### src/rtl/pixel_shifter_pkg.sv
// Shared definitions for the pixel shifter: depth encodings, widths and
// helpers that pick and shift out MSB-first pixels from a framebuffer word.
package pixel_shifter_pkg;

    localparam logic [1:0] BPP_1 = 2'd0;
    localparam logic [1:0] BPP_2 = 2'd1;
    localparam logic [1:0] BPP_4 = 2'd2;   // 2'd3 also selects 4 bpp

    localparam int PIX_W  = 4;
    localparam int WORD_W = 16;

    // Pixels per 16-bit word for a depth select.
    function automatic logic [4:0] ppw(input logic [1:0] bpp);
        case (bpp)
            BPP_1:   ppw = 5'd16;
            BPP_2:   ppw = 5'd8;
            default: ppw = 5'd4;
        endcase
    endfunction

    // Top (leftmost) pixel of a word, zero-extended to PIX_W.
    function automatic logic [PIX_W-1:0] top_pix(input logic [WORD_W-1:0] w,
                                                 input logic [1:0] bpp);
        case (bpp)
            BPP_1:   top_pix = {3'b000, w[15]};
            BPP_2:   top_pix = {2'b00, w[15:14]};
            default: top_pix = w[15:12];
        endcase
    endfunction

    // Word with its top pixel removed (next pixel moves to the MSBs).
    function automatic logic [WORD_W-1:0] shift_out(input logic [WORD_W-1:0] w,
                                                    input logic [1:0] bpp);
        case (bpp)
            BPP_1:   shift_out = w << 1;
            BPP_2:   shift_out = w << 2;
            default: shift_out = w << 4;
        endcase
    endfunction

endpackage

### src/rtl/pixel_fifo.sv
// Prefetch FIFO, DEPTH x 16-bit words.
// Ports: clk_i/rst_ni (async active-low), flush_i empties the FIFO,
// push_i/wdata_i write, pop_i advances the head, rdata_o is the head word,
// count_o/full_o/empty_o report occupancy. Push when full and pop when
// empty are ignored.
module pixel_fifo
    import pixel_shifter_pkg::*;
#(
    parameter  int DEPTH = 4,
    localparam int PW    = $clog2(DEPTH),
    localparam int CW    = PW + 1
) (
    input  logic              clk_i,
    input  logic              rst_ni,
    input  logic              flush_i,
    input  logic              push_i,
    input  logic [WORD_W-1:0] wdata_i,
    input  logic              pop_i,
    output logic [WORD_W-1:0] rdata_o,
    output logic [CW-1:0]     count_o,
    output logic              full_o,
    output logic              empty_o
);

    logic [WORD_W-1:0] mem_q [DEPTH];
    logic [PW-1:0]     wp_q, rp_q;
    logic [CW-1:0]     cnt_q;
    logic              do_push, do_pop;

    assign full_o  = (cnt_q == CW'(DEPTH));
    assign empty_o = (cnt_q == '0);
    assign count_o = cnt_q;
    assign rdata_o = mem_q[rp_q];

    assign do_push = push_i & ~full_o & ~flush_i;
    assign do_pop  = pop_i & ~empty_o & ~flush_i;

    // Pointers wrap naturally because DEPTH is a power of two.
    always_ff @(posedge clk_i or negedge rst_ni) begin
        if (!rst_ni) begin
            wp_q  <= '0;
            rp_q  <= '0;
            cnt_q <= '0;
        end else if (flush_i) begin
            wp_q  <= '0;
            rp_q  <= '0;
            cnt_q <= '0;
        end else begin
            if (do_push) wp_q <= wp_q + PW'(1);
            if (do_pop)  rp_q <= rp_q + PW'(1);
            case ({do_push, do_pop})
                2'b10:   cnt_q <= cnt_q + CW'(1);
                2'b01:   cnt_q <= cnt_q - CW'(1);
                default: cnt_q <= cnt_q;
            endcase
        end
    end

    always_ff @(posedge clk_i) begin
        if (do_push) mem_q[wp_q] <= wdata_i;
    end

endmodule

### src/rtl/pixel_shifter.sv
// Pixel shifter: prefetches framebuffer words into a FIFO and serialises
// them into 1/2/4 bpp colour indices during the display-enable window.
// Ports: dotclk_i/reset_ni; CRTC timing hsync_i/vsync_i/hden_i/vden_i;
// bpp_i depth select; fb_base_i frame start address; memory read port
// mem_cyc_o/mem_adr_o/mem_ack_i/mem_dat_i; registered outputs pix_o,
// den_o, hsync_o, vsync_o (one dot clock latency); sticky underrun_o.
module pixel_shifter
    import pixel_shifter_pkg::*;
#(
    parameter int AW    = 20,
    parameter int DEPTH = 4
) (
    input  logic              dotclk_i,
    input  logic              reset_ni,
    input  logic              hsync_i,
    input  logic              vsync_i,
    input  logic              hden_i,
    input  logic              vden_i,
    input  logic [1:0]        bpp_i,
    input  logic [AW-1:0]     fb_base_i,
    output logic              mem_cyc_o,
    output logic [AW-1:0]     mem_adr_o,
    input  logic              mem_ack_i,
    input  logic [WORD_W-1:0] mem_dat_i,
    output logic [PIX_W-1:0]  pix_o,
    output logic              den_o,
    output logic              hsync_o,
    output logic              vsync_o,
    output logic              underrun_o
);

    localparam int CW = $clog2(DEPTH) + 1;

    logic              cyc_q, cyc_d, fetch_en_q, fetch_en_d, drop_q, drop_d;
    logic [AW-1:0]     adr_q, adr_d;
    logic [WORD_W-1:0] sh_q, sh_d;
    logic [4:0]        cnt_q, cnt_d;
    logic [1:0]        bpp_q, bpp_d;
    logic [PIX_W-1:0]  pix_q, pix_d;
    logic              den_q, hs_q, vs_q, und_q, und_d;

    logic              wr_req, fifo_push, fifo_pop, fifo_full, fifo_empty;
    logic [WORD_W-1:0] fifo_head;
    logic [CW-1:0]     fifo_cnt;
    logic              active, frame_start, und_set;

    assign active      = hden_i & vden_i;
    // vs_q is both the delayed vsync output and the edge-detect history.
    assign frame_start = vsync_i & ~vs_q;

    assign fifo_push   = wr_req & ~fifo_full;

    pixel_fifo #(.DEPTH(DEPTH)) u_fifo (
        .clk_i   (dotclk_i),
        .rst_ni  (reset_ni),
        .flush_i (frame_start),
        .push_i  (fifo_push),
        .wdata_i (mem_dat_i),
        .pop_i   (fifo_pop),
        .rdata_o (fifo_head),
        .count_o (fifo_cnt),
        .full_o  (fifo_full),
        .empty_o (fifo_empty)
    );

    // Fetch side: single outstanding request, address held until ack.
    always_comb begin
        cyc_d      = cyc_q;
        adr_d      = adr_q;
        fetch_en_d = fetch_en_q;
        drop_d     = drop_q;
        wr_req     = 1'b0;
        if (frame_start) begin
            fetch_en_d = 1'b1;
            if (cyc_q && !mem_ack_i) begin
                // Let the old-frame request finish; its data is discarded.
                drop_d = 1'b1;
            end else begin
                cyc_d  = 1'b0;
                drop_d = 1'b0;
                adr_d  = fb_base_i;
            end
        end else if (cyc_q) begin
            if (mem_ack_i) begin
                cyc_d  = 1'b0;
                drop_d = 1'b0;
                if (drop_q) begin
                    adr_d = fb_base_i;
                end else begin
                    adr_d  = adr_q + AW'(1);
                    wr_req = 1'b1;
                end
            end
        end else if (fetch_en_q && fifo_cnt < CW'(DEPTH)) begin
            cyc_d = 1'b1;
        end
    end

    // Shifter: head-bypass on word load so a load cycle still emits a pixel.
    always_comb begin
        sh_d     = sh_q;
        cnt_d    = cnt_q;
        bpp_d    = bpp_q;
        pix_d    = '0;
        fifo_pop = 1'b0;
        und_set  = 1'b0;
        if (active) begin
            if (cnt_q == 5'd0) begin
                if (!fifo_empty) begin
                    fifo_pop = 1'b1;
                    bpp_d    = bpp_i;
                    pix_d    = top_pix(fifo_head, bpp_i);
                    sh_d     = shift_out(fifo_head, bpp_i);
                    cnt_d    = ppw(bpp_i) - 5'd1;
                end else begin
                    und_set  = 1'b1;
                end
            end else begin
                pix_d = top_pix(sh_q, bpp_q);
                sh_d  = shift_out(sh_q, bpp_q);
                cnt_d = cnt_q - 5'd1;
            end
        end
        if (frame_start) cnt_d = 5'd0;
        und_d = frame_start ? 1'b0 : (und_q | und_set);
    end

    always_ff @(posedge dotclk_i or negedge reset_ni) begin
        if (!reset_ni) begin
            cyc_q      <= 1'b0;
            adr_q      <= '0;
            fetch_en_q <= 1'b0;
            drop_q     <= 1'b0;
            sh_q       <= '0;
            cnt_q      <= '0;
            bpp_q      <= '0;
            pix_q      <= '0;
            den_q      <= 1'b0;
            hs_q       <= 1'b0;
            vs_q       <= 1'b0;
            und_q      <= 1'b0;
        end else begin
            cyc_q      <= cyc_d;
            adr_q      <= adr_d;
            fetch_en_q <= fetch_en_d;
            drop_q     <= drop_d;
            sh_q       <= sh_d;
            cnt_q      <= cnt_d;
            bpp_q      <= bpp_d;
            pix_q      <= pix_d;
            den_q      <= active;
            hs_q       <= hsync_i;
            vs_q       <= vsync_i;
            und_q      <= und_d;
        end
    end

    assign mem_cyc_o  = cyc_q;
    assign mem_adr_o  = adr_q;
    assign pix_o      = pix_q;
    assign den_o      = den_q;
    assign hsync_o    = hs_q;
    assign vsync_o    = vs_q;
    assign underrun_o = und_q;

endmodule
### config.mk
export PLATFORM = sky130hd
export DESIGN_NAME = pixel_shifter
export DESIGN_NICKNAME = d
export VERILOG_FILES = /design/src/rtl/pixel_shifter_pkg.sv /design/src/rtl/pixel_fifo.sv /design/src/rtl/pixel_shifter.sv
export SDC_FILE = /design/constraint.sdc
export NUM_CORES = 1
export LEC_CHECK = 0
export ABC_AREA = 1
export BUFFER_PORTS_ARGS = -buffer_cell sky130_fd_sc_hd__buf_2
export CORE_UTILIZATION = 55
export DETAILED_ROUTE_END_ITERATION = 10
export GPL_TIMING_DRIVEN = 0
export PLACE_DENSITY = 0.76
export SKIP_LAST_GASP = 1
export SLEW_MARGIN = 20
export SYNTH_ARGS = -nofsm -noshare
export SYNTH_HDL_FRONTEND = slang
export SYNTH_HIERARCHICAL = 1
export SYNTH_SLANG_ARGS = --single-unit
export TNS_END_PERCENT = 50
### constraint.sdc
create_clock -name dotclk_i -period 3.35 [get_ports dotclk_i]
set_input_delay 0.1675 -clock dotclk_i [delete_from_list [all_inputs] [get_ports dotclk_i]]
set_output_delay 0.1675 -clock dotclk_i [all_outputs]
set_load 0.01 [all_outputs]
==> results of run 1 <==
-- worst min-delay path: stages --
cell and delay, ns:
buf_2 0.09, o211ai_1 0.09, o21ai_0 0.07
-- repair_timing --
item / 4_1_cts / 5_1_grt
endpoints found under the hold margin: 126 / 0
hold buffers: 19 / 0
resized for setup: 0 / 1
endpoints found under the setup margin: 0 / 16
-- state kept, by name, indices dropped and copies added, names as in the netlist --
signal	count
den_o	1
sh_q	15
u_fifo/wp_q	2
mem_adr_o	20
drop_q	1
bpp_q	2
u_fifo/count_o	3
u_fifo/rp_q	2
u_fifo/mem_q	64
cnt_q	5
hsync_o	1
underrun_o	1
pix_o	4
mem_cyc_o	1
vsync_o	1
fetch_en_q	1
-- report_power, final --
group / switching (uW) / total, uW / internal, uW / leakage (uW)
Combinational: 1590 / 2440 / 847 / 0.00179
Clock: 653 / 1730 / 1080 / 0.000270
Sequential: 319 / 2270 / 1950 / 0.00132
-- path summary, 6_finish.rpt --
path / startpoint / end / slack (ns) / cells after the start
max in group asynchronous: reset_ni / pix_o[0] / 2.46 / 2
max reg2reg: vsync_o / u_fifo/count_o[2] / 0.36 / 14
min in group asynchronous: reset_ni / cnt_q[2] / 0.37 / 2
min reg2reg: fetch_en_q / fetch_en_q / 0.47 / 2
max: vsync_i / u_fifo/count_o[2] / 0.27 / 17
min: fb_base_i[9] / mem_adr_o[9] / 0.04 / 3
-- layout make-up --
cell class              count  area [sq um]
well taps                 140           175
repair buffers             95           592
clock inverters            14           130
inverters                  79           297
plain buffers              25           124
clock buffers              17           425
multi-input cells         490          2410
fillers                   866          3360
flip-flops and latches    124          3420
-- cell usage in the layout, fill, tap and decap left out, types with 11 or more instances in the layout --
cell type      instances
a21oi_1               16
clkbuf_16             17
nor2_1                80
nand3_1               31
clkbuf_1              11
o21ai_0               91
o22ai_1               32
inv_1                 73
dfrtp_1               60
edfxtp_1              64
nand2_1              164
buf_2                 83
dlygate4sd3_1         19
-- per-stage QoR --
step / setup TNS, ns / utilization / hold slack (ns) / setup slack [ns] / cell area, sq um
after floorplan: 0 / - / -0.128 / 0.794 / 6240
after global placement: -0.640 / 0.620 / 0.279 / -0.0179 / 6780
after detailed placement: 0 / 0.624 / 0.288 / 0.346 / 6830
after CTS: 0 / 0.693 / 0.0238 / 0.275 / 7570
after global routing: 0 / 0.693 / 0.0436 / 0.0183 / 7580
final: 0 / 0.693 / 0.0381 / 0.275 / 7580
-- layer usage --
metal	share of wire	routed length, um	up-vias	global-route usage
li1	-	-	2645	-
met1	0.42	6510	2610	0.339
met2	0.51	7950	229	0.476
met3	0.057	883	26	0.0645
met4	0.014	210	0	0.109
met5	0	0	-	0
-- cell families (layout without fill, tap and decap cells) --
family,Yosys count,in the layout,share of synthesized area
AND/OR/NAND/NOR,306,306,0.206
flip-flops,124,124,0.548
AO/OA/AOI/OAI,170,170,0.153
XOR/XNOR,7,7,0.00982
buffers and inverters,104,230,0.0673
adder cells (fa/ha/maj),7,7,0.0152
==> reports/summary.txt, run 1 <==
CTS max path bufs -> 2
Number of setup violations in the final report -> 0
Vias in the first global route -> 5,294
Die height -> 109 um
TritonCTS clock tree -> yes
Outcome -> finished, final reports clean
Worst Path Required -> 3.65 ns
Yosys warning count -> 6
Dpl hpwl -> 10,700 um
Gpl congestion -> 0.894
Synth cell types -> 41
Die area -> 11,800 sq um
Area Growth Syn to Fin -> 21.4%
FMAX -> 0.325 GHz
Boundary Pins -> 74
Syn Area/Cell -> 8.69 sq um
Top FF cell, synth -> edfxtp_1
Antenna violations before repair -> 0
Final wirelength -> 15,500 um
Vias/cell -> 5.60
Post-synthesis sequential area ratio -> 0.548
Root Buffer -> clkbuf_16
Max Slew Vio Count -> 0
DR WL/cell -> 15.8 um
Total grt overflow -> 0
Asr flop ratio synth -> 0.484
Final Skew -> 0.00850 ns
Post-CTS Setup Bufs -> 0
CP startpoint kind -> primary input
Post-Layout Cell Count -> 984
Most used cell, CP -> nand2_1
Post-Syn Instances -> 718
Global-route usage over all layers -> 0.278
Max VDD drop -> 0.000516 V
Crit. End Element -> flop
First-pass GRT wire length -> 24,700 um
Port Buf Inserts -> 73
Critical path buffer and inverter count -> 6
DR pass1 iterations -> 5
Relative slew slack -> 0.486
Starting Density -> 0.571
Yosys top cell area share -> 0.308
Post-synth top cells -> nand2_1, o21ai_0, nor2_1
Post-route DRC violation count -> 0
Core area -> 10,900 sq um
Top Family by Delay on Critical Path -> simple AND/OR/NAND/NOR gates
Cell breakdown of the critical path -> dlygate4sd3_1 -> buf_2 -> inv_1 -> nor2_4 -> nor2_2 -> clkinv_1 -> nor3_1 -> nand2_2 -> nand2_1 -> inv_1 -> fa_1 -> xnor2_1 -> inv_1 -> nand2_1 -> nand2_1 -> nand2_1 -> nand2_1
Static Leakage -> 0.00338 uW
Power Dens Cells -> 850 nW/um^2
Net Count, Synth -> 770
CTS buffer count -> 17
Vias -> 5,510
Largest net degree at the start of global routing -> 61
Area contributors post-synth -> edfxtp_1, dfrtp_1, nand2_1
Crit share post-route -> 0.918
Final Hold Viols -> 0
Synthesized area -> 6240 sq um
Total power -> 6440 uW
Cell taking the most area after synthesis -> edfxtp_1
RSZ-0062 raised after global routing -> no
Top-count cell post-synth -> nand2_1
WS Path Type -> primary input to flop
Clk_lat worst skew -> 0.41 ns
Post-synth EDFFs -> 64
Post-Place Cells -> 934
Clock-pin slew on the worst setup and hold paths -> 0.05 ns
Cell row count -> 38
Routed Antenna Nets -> 0
Slew @ Worst Pin -> 0.771 ns
Share of post-route cells with drive strength above 1 -> 0.177
Nets@finish -> 884
Max_cap viols -> 0
ANT cells -> 0
Slowest CP cell -> dlygate4sd3_1
Drt initial violations -> 467
CTS H-tree lvls -> 4
Hold Crit Class -> primary input to flop
Clock sink count -> 124
Worst path max stage delay -> 0.53 ns
Die W -> 109 um
#FFs+latches synth -> 124
Crit path max fanout -> 10
Data arrival, critical path -> 3.38 ns
Tmin final -> 3.08 ns
(Power assumes the default switching activity.)
==> inputs of run 2 (changes only) <==
--- a/config.mk
+++ b/config.mk
@@ -10,7 +10,8 @@
 export CORE_UTILIZATION = 55
 export DETAILED_ROUTE_END_ITERATION = 10
 export GPL_TIMING_DRIVEN = 0
-export PLACE_DENSITY = 0.76
+export PLACE_DENSITY = 0.86
+export SETUP_SLACK_MARGIN = 0.05
 export SKIP_LAST_GASP = 1
 export SLEW_MARGIN = 20
 export SYNTH_ARGS = -nofsm -noshare
==> reports/summary.txt, run 2 (same netlist as run 1, synthesis figures left out) <==
Outcome -> finished, final reports clean
Drt initial violations -> 533 (+14%)
Gpl congestion -> 0.885 (-1.1%)
DR WL/cell -> 15.5 um (-1.9%)
Relative slew slack -> 0.495 (+0.00916)
Data arrival, critical path -> 3.20 ns (-0.18 ns)
Setup TNS -> 0 ns (unchanged)
Post-route DRC violation count -> 0 (unchanged)
Dpl hpwl -> 9780 um (-8.2%)
Cell row count -> 38 (unchanged)
CP startpoint kind -> primary input
Hold Crit Class -> primary input to flop
Global-route usage over all layers -> 0.270 (-0.00775)
Worst Path Required -> 3.47 ns (-0.18 ns)
Tmin final -> 3.08 ns (-0.0000290 ns)
Clk_lat worst skew -> 0.42 ns (about the same)
Routed Antenna Nets -> 0 (unchanged)
Largest net degree at the start of global routing -> 61 (unchanged)
Crit share post-route -> 0.918 (about the same)
Max Slew Vio Count -> 0 (unchanged)
Starting Density -> 0.571 (unchanged)
Die area -> 11,800 sq um (unchanged)
Crit. End Element -> flop
CTS buffer count -> 17 (unchanged)
Core area -> 10,900 sq um (unchanged)
ANT cells -> 0 (unchanged)
Max reg flops -> 64 (unchanged)
Final Hold Viols -> 0 (unchanged)
Root Buffer -> clkbuf_16
Die height -> 109 um (unchanged)
Commonest non-fill, non-tap cells in the layout -> nand2_1, o21ai_0, buf_2, nor2_1, inv_1
Final Skew -> 0.00987 ns (+0.00138 ns)
Final wirelength -> 15,300 um (-1.8%)
Hold depth -> 3 (unchanged)
Crit path max fanout -> 10 (unchanged)
CTS H-tree lvls -> 4 (unchanged)
Port Buf Inserts -> 73 (unchanged)
Area Growth Syn to Fin -> 21.8%
Total power -> 6510 uW (+1.0%)
Vias/cell -> 5.58 (-0.32%)
RSZ-0062 raised after global routing -> no
Boundary Pins -> 74 (unchanged)
WHS Endpoint -> mem_adr_o[9]
Vias -> 5,498 (-0.22%)
Post-Layout Cell Count -> 985 (+0.10%)
WS Path Type -> primary input to flop
Max_cap viols -> 0 (unchanged)
Top reg by flops -> u_fifo/mem_q
R2r setup slk -> 0.38 ns (+0.02 ns)
Number of setup violations in the final report -> 0 (unchanged)
Clock-pin slew on the worst setup and hold paths -> 0.06 ns (about the same)
DR pass1 iterations -> 5 (unchanged)
Commonest non-fill, non-tap cell in the layout -> nand2_1
Max VDD drop -> 0.000528 V (+2.5%)
Total grt overflow -> 0 (unchanged)
Hold slack -> 0.0345 ns (-0.00358 ns)
FMAX -> 0.325 GHz (about the same)
First-pass GRT wire length -> 23,900 um (-3.0%)
Share of post-route cells with drive strength above 1 -> 0.178 (+0.000975)
TritonCTS clock tree -> yes
Nets@finish -> 884 (unchanged)
Final core occ -> 0.695 (+0.00217)
Worst reg2reg path depth -> 7 (-7)
Antenna violations before repair -> 0 (unchanged)
CTS max path bufs -> 2 (unchanged)
Static Leakage -> 0.00339 uW (+0.39%)
HP Start -> fb_base_i[9]
Post-Place Cells -> 934 (unchanged)
Power Dens Cells -> 856 nW/um^2 (+0.68%)
Die W -> 109 um (unchanged)
Slew @ Worst Pin -> 0.757 ns (-0.0137 ns)
Reg2reg start -> vsync_o
Vias in the first global route -> 5,081 (-4.0%)
Reg2reg end -> u_fifo/mem_q[0][6]
Fillers -> 820 (-5.3%)
Clock sink count -> 124 (unchanged)
==> run 2: layout make-up <==
class / count / area, sq um / area share
Inverter: 79 / 297 / 0.0390
Tap cell: 140 / 175 / 0.0230
Multi-Input combinational cell: 490 / 2410 / 0.317
Clock buffer: 17 / 425 / 0.0559
Clock inverter: 15 / 150 / 0.0197
Timing Repair Buffer: 95 / 596 / 0.0783
Sequential cell: 124 / 3420 / 0.450
Buffer: 25 / 124 / 0.0163
==> run 2: worst max-delay path, stage by stage <==
cell and delay, ns:
dlygate4sd3_1 0.56, buf_2 0.14, inv_1 0.10, nor2_4 0.09
nor2_2 0.35, clkinv_1 0.39, nor3_1 0.39, nand3_2 0.27
nor2_2 0.50, buf_6 0.23
==> run 2: worst max-delay path by stage <==
stage | from | to | slack [ns] | cells past startpoint
6_report | vsync_i | u_fifo/mem_q[0][6] | 0.27 | 10
5_1_grt | vsync_i | u_fifo/mem_q[0][14] | 0.11 | 10
4_1_cts | vsync_i | u_fifo/mem_q[2][9] | 0.20 | 9
3_5_place_dp | vsync_o | u_fifo/mem_q[2][5] | 0.31 | 6
3_3_place_gp | vsync_o | u_fifo/mem_q[0][5] | -0.07 | 6
2_1_floorplan | vsync_o | u_fifo/mem_q[0][0] | 0.79 | 6
==> run 2: timing repair <==
| action | CTS | global route |
|---|---|---|
| gates resized for setup | 0 | 1 |
| hold buffers | 19 | 0 |
| setup endpoints to repair | 0 | 16 |
| buffers inserted | 0 | 0 |
| hold endpoints to repair | 126 | 0 |
==> run 2: metal layers <==
layer  vias up  track usage  routed length, um
met5         -            0                  0
met3        41       0.0705               1260
met4         0        0.113                319
met1      2517        0.348               6290
met2       281        0.434               7400
li1       2659            -                  -
==> run 2: through the flow <==
stage               setup slack (ns)  cell area [sq um]
floorplan                      0.794               6240
global placement             -0.0745               6780
detailed placement             0.306               6830
CTS                            0.197               7600
global route                   0.110               7600
finish                         0.275               7600
==> run 2: where the power goes <==
group          switching, uW  internal, uW  total, uW
clock                    736          1050       1780
sequential               304          1950       2260
combinational           1620           848       2470
total                   2660          3850       6510
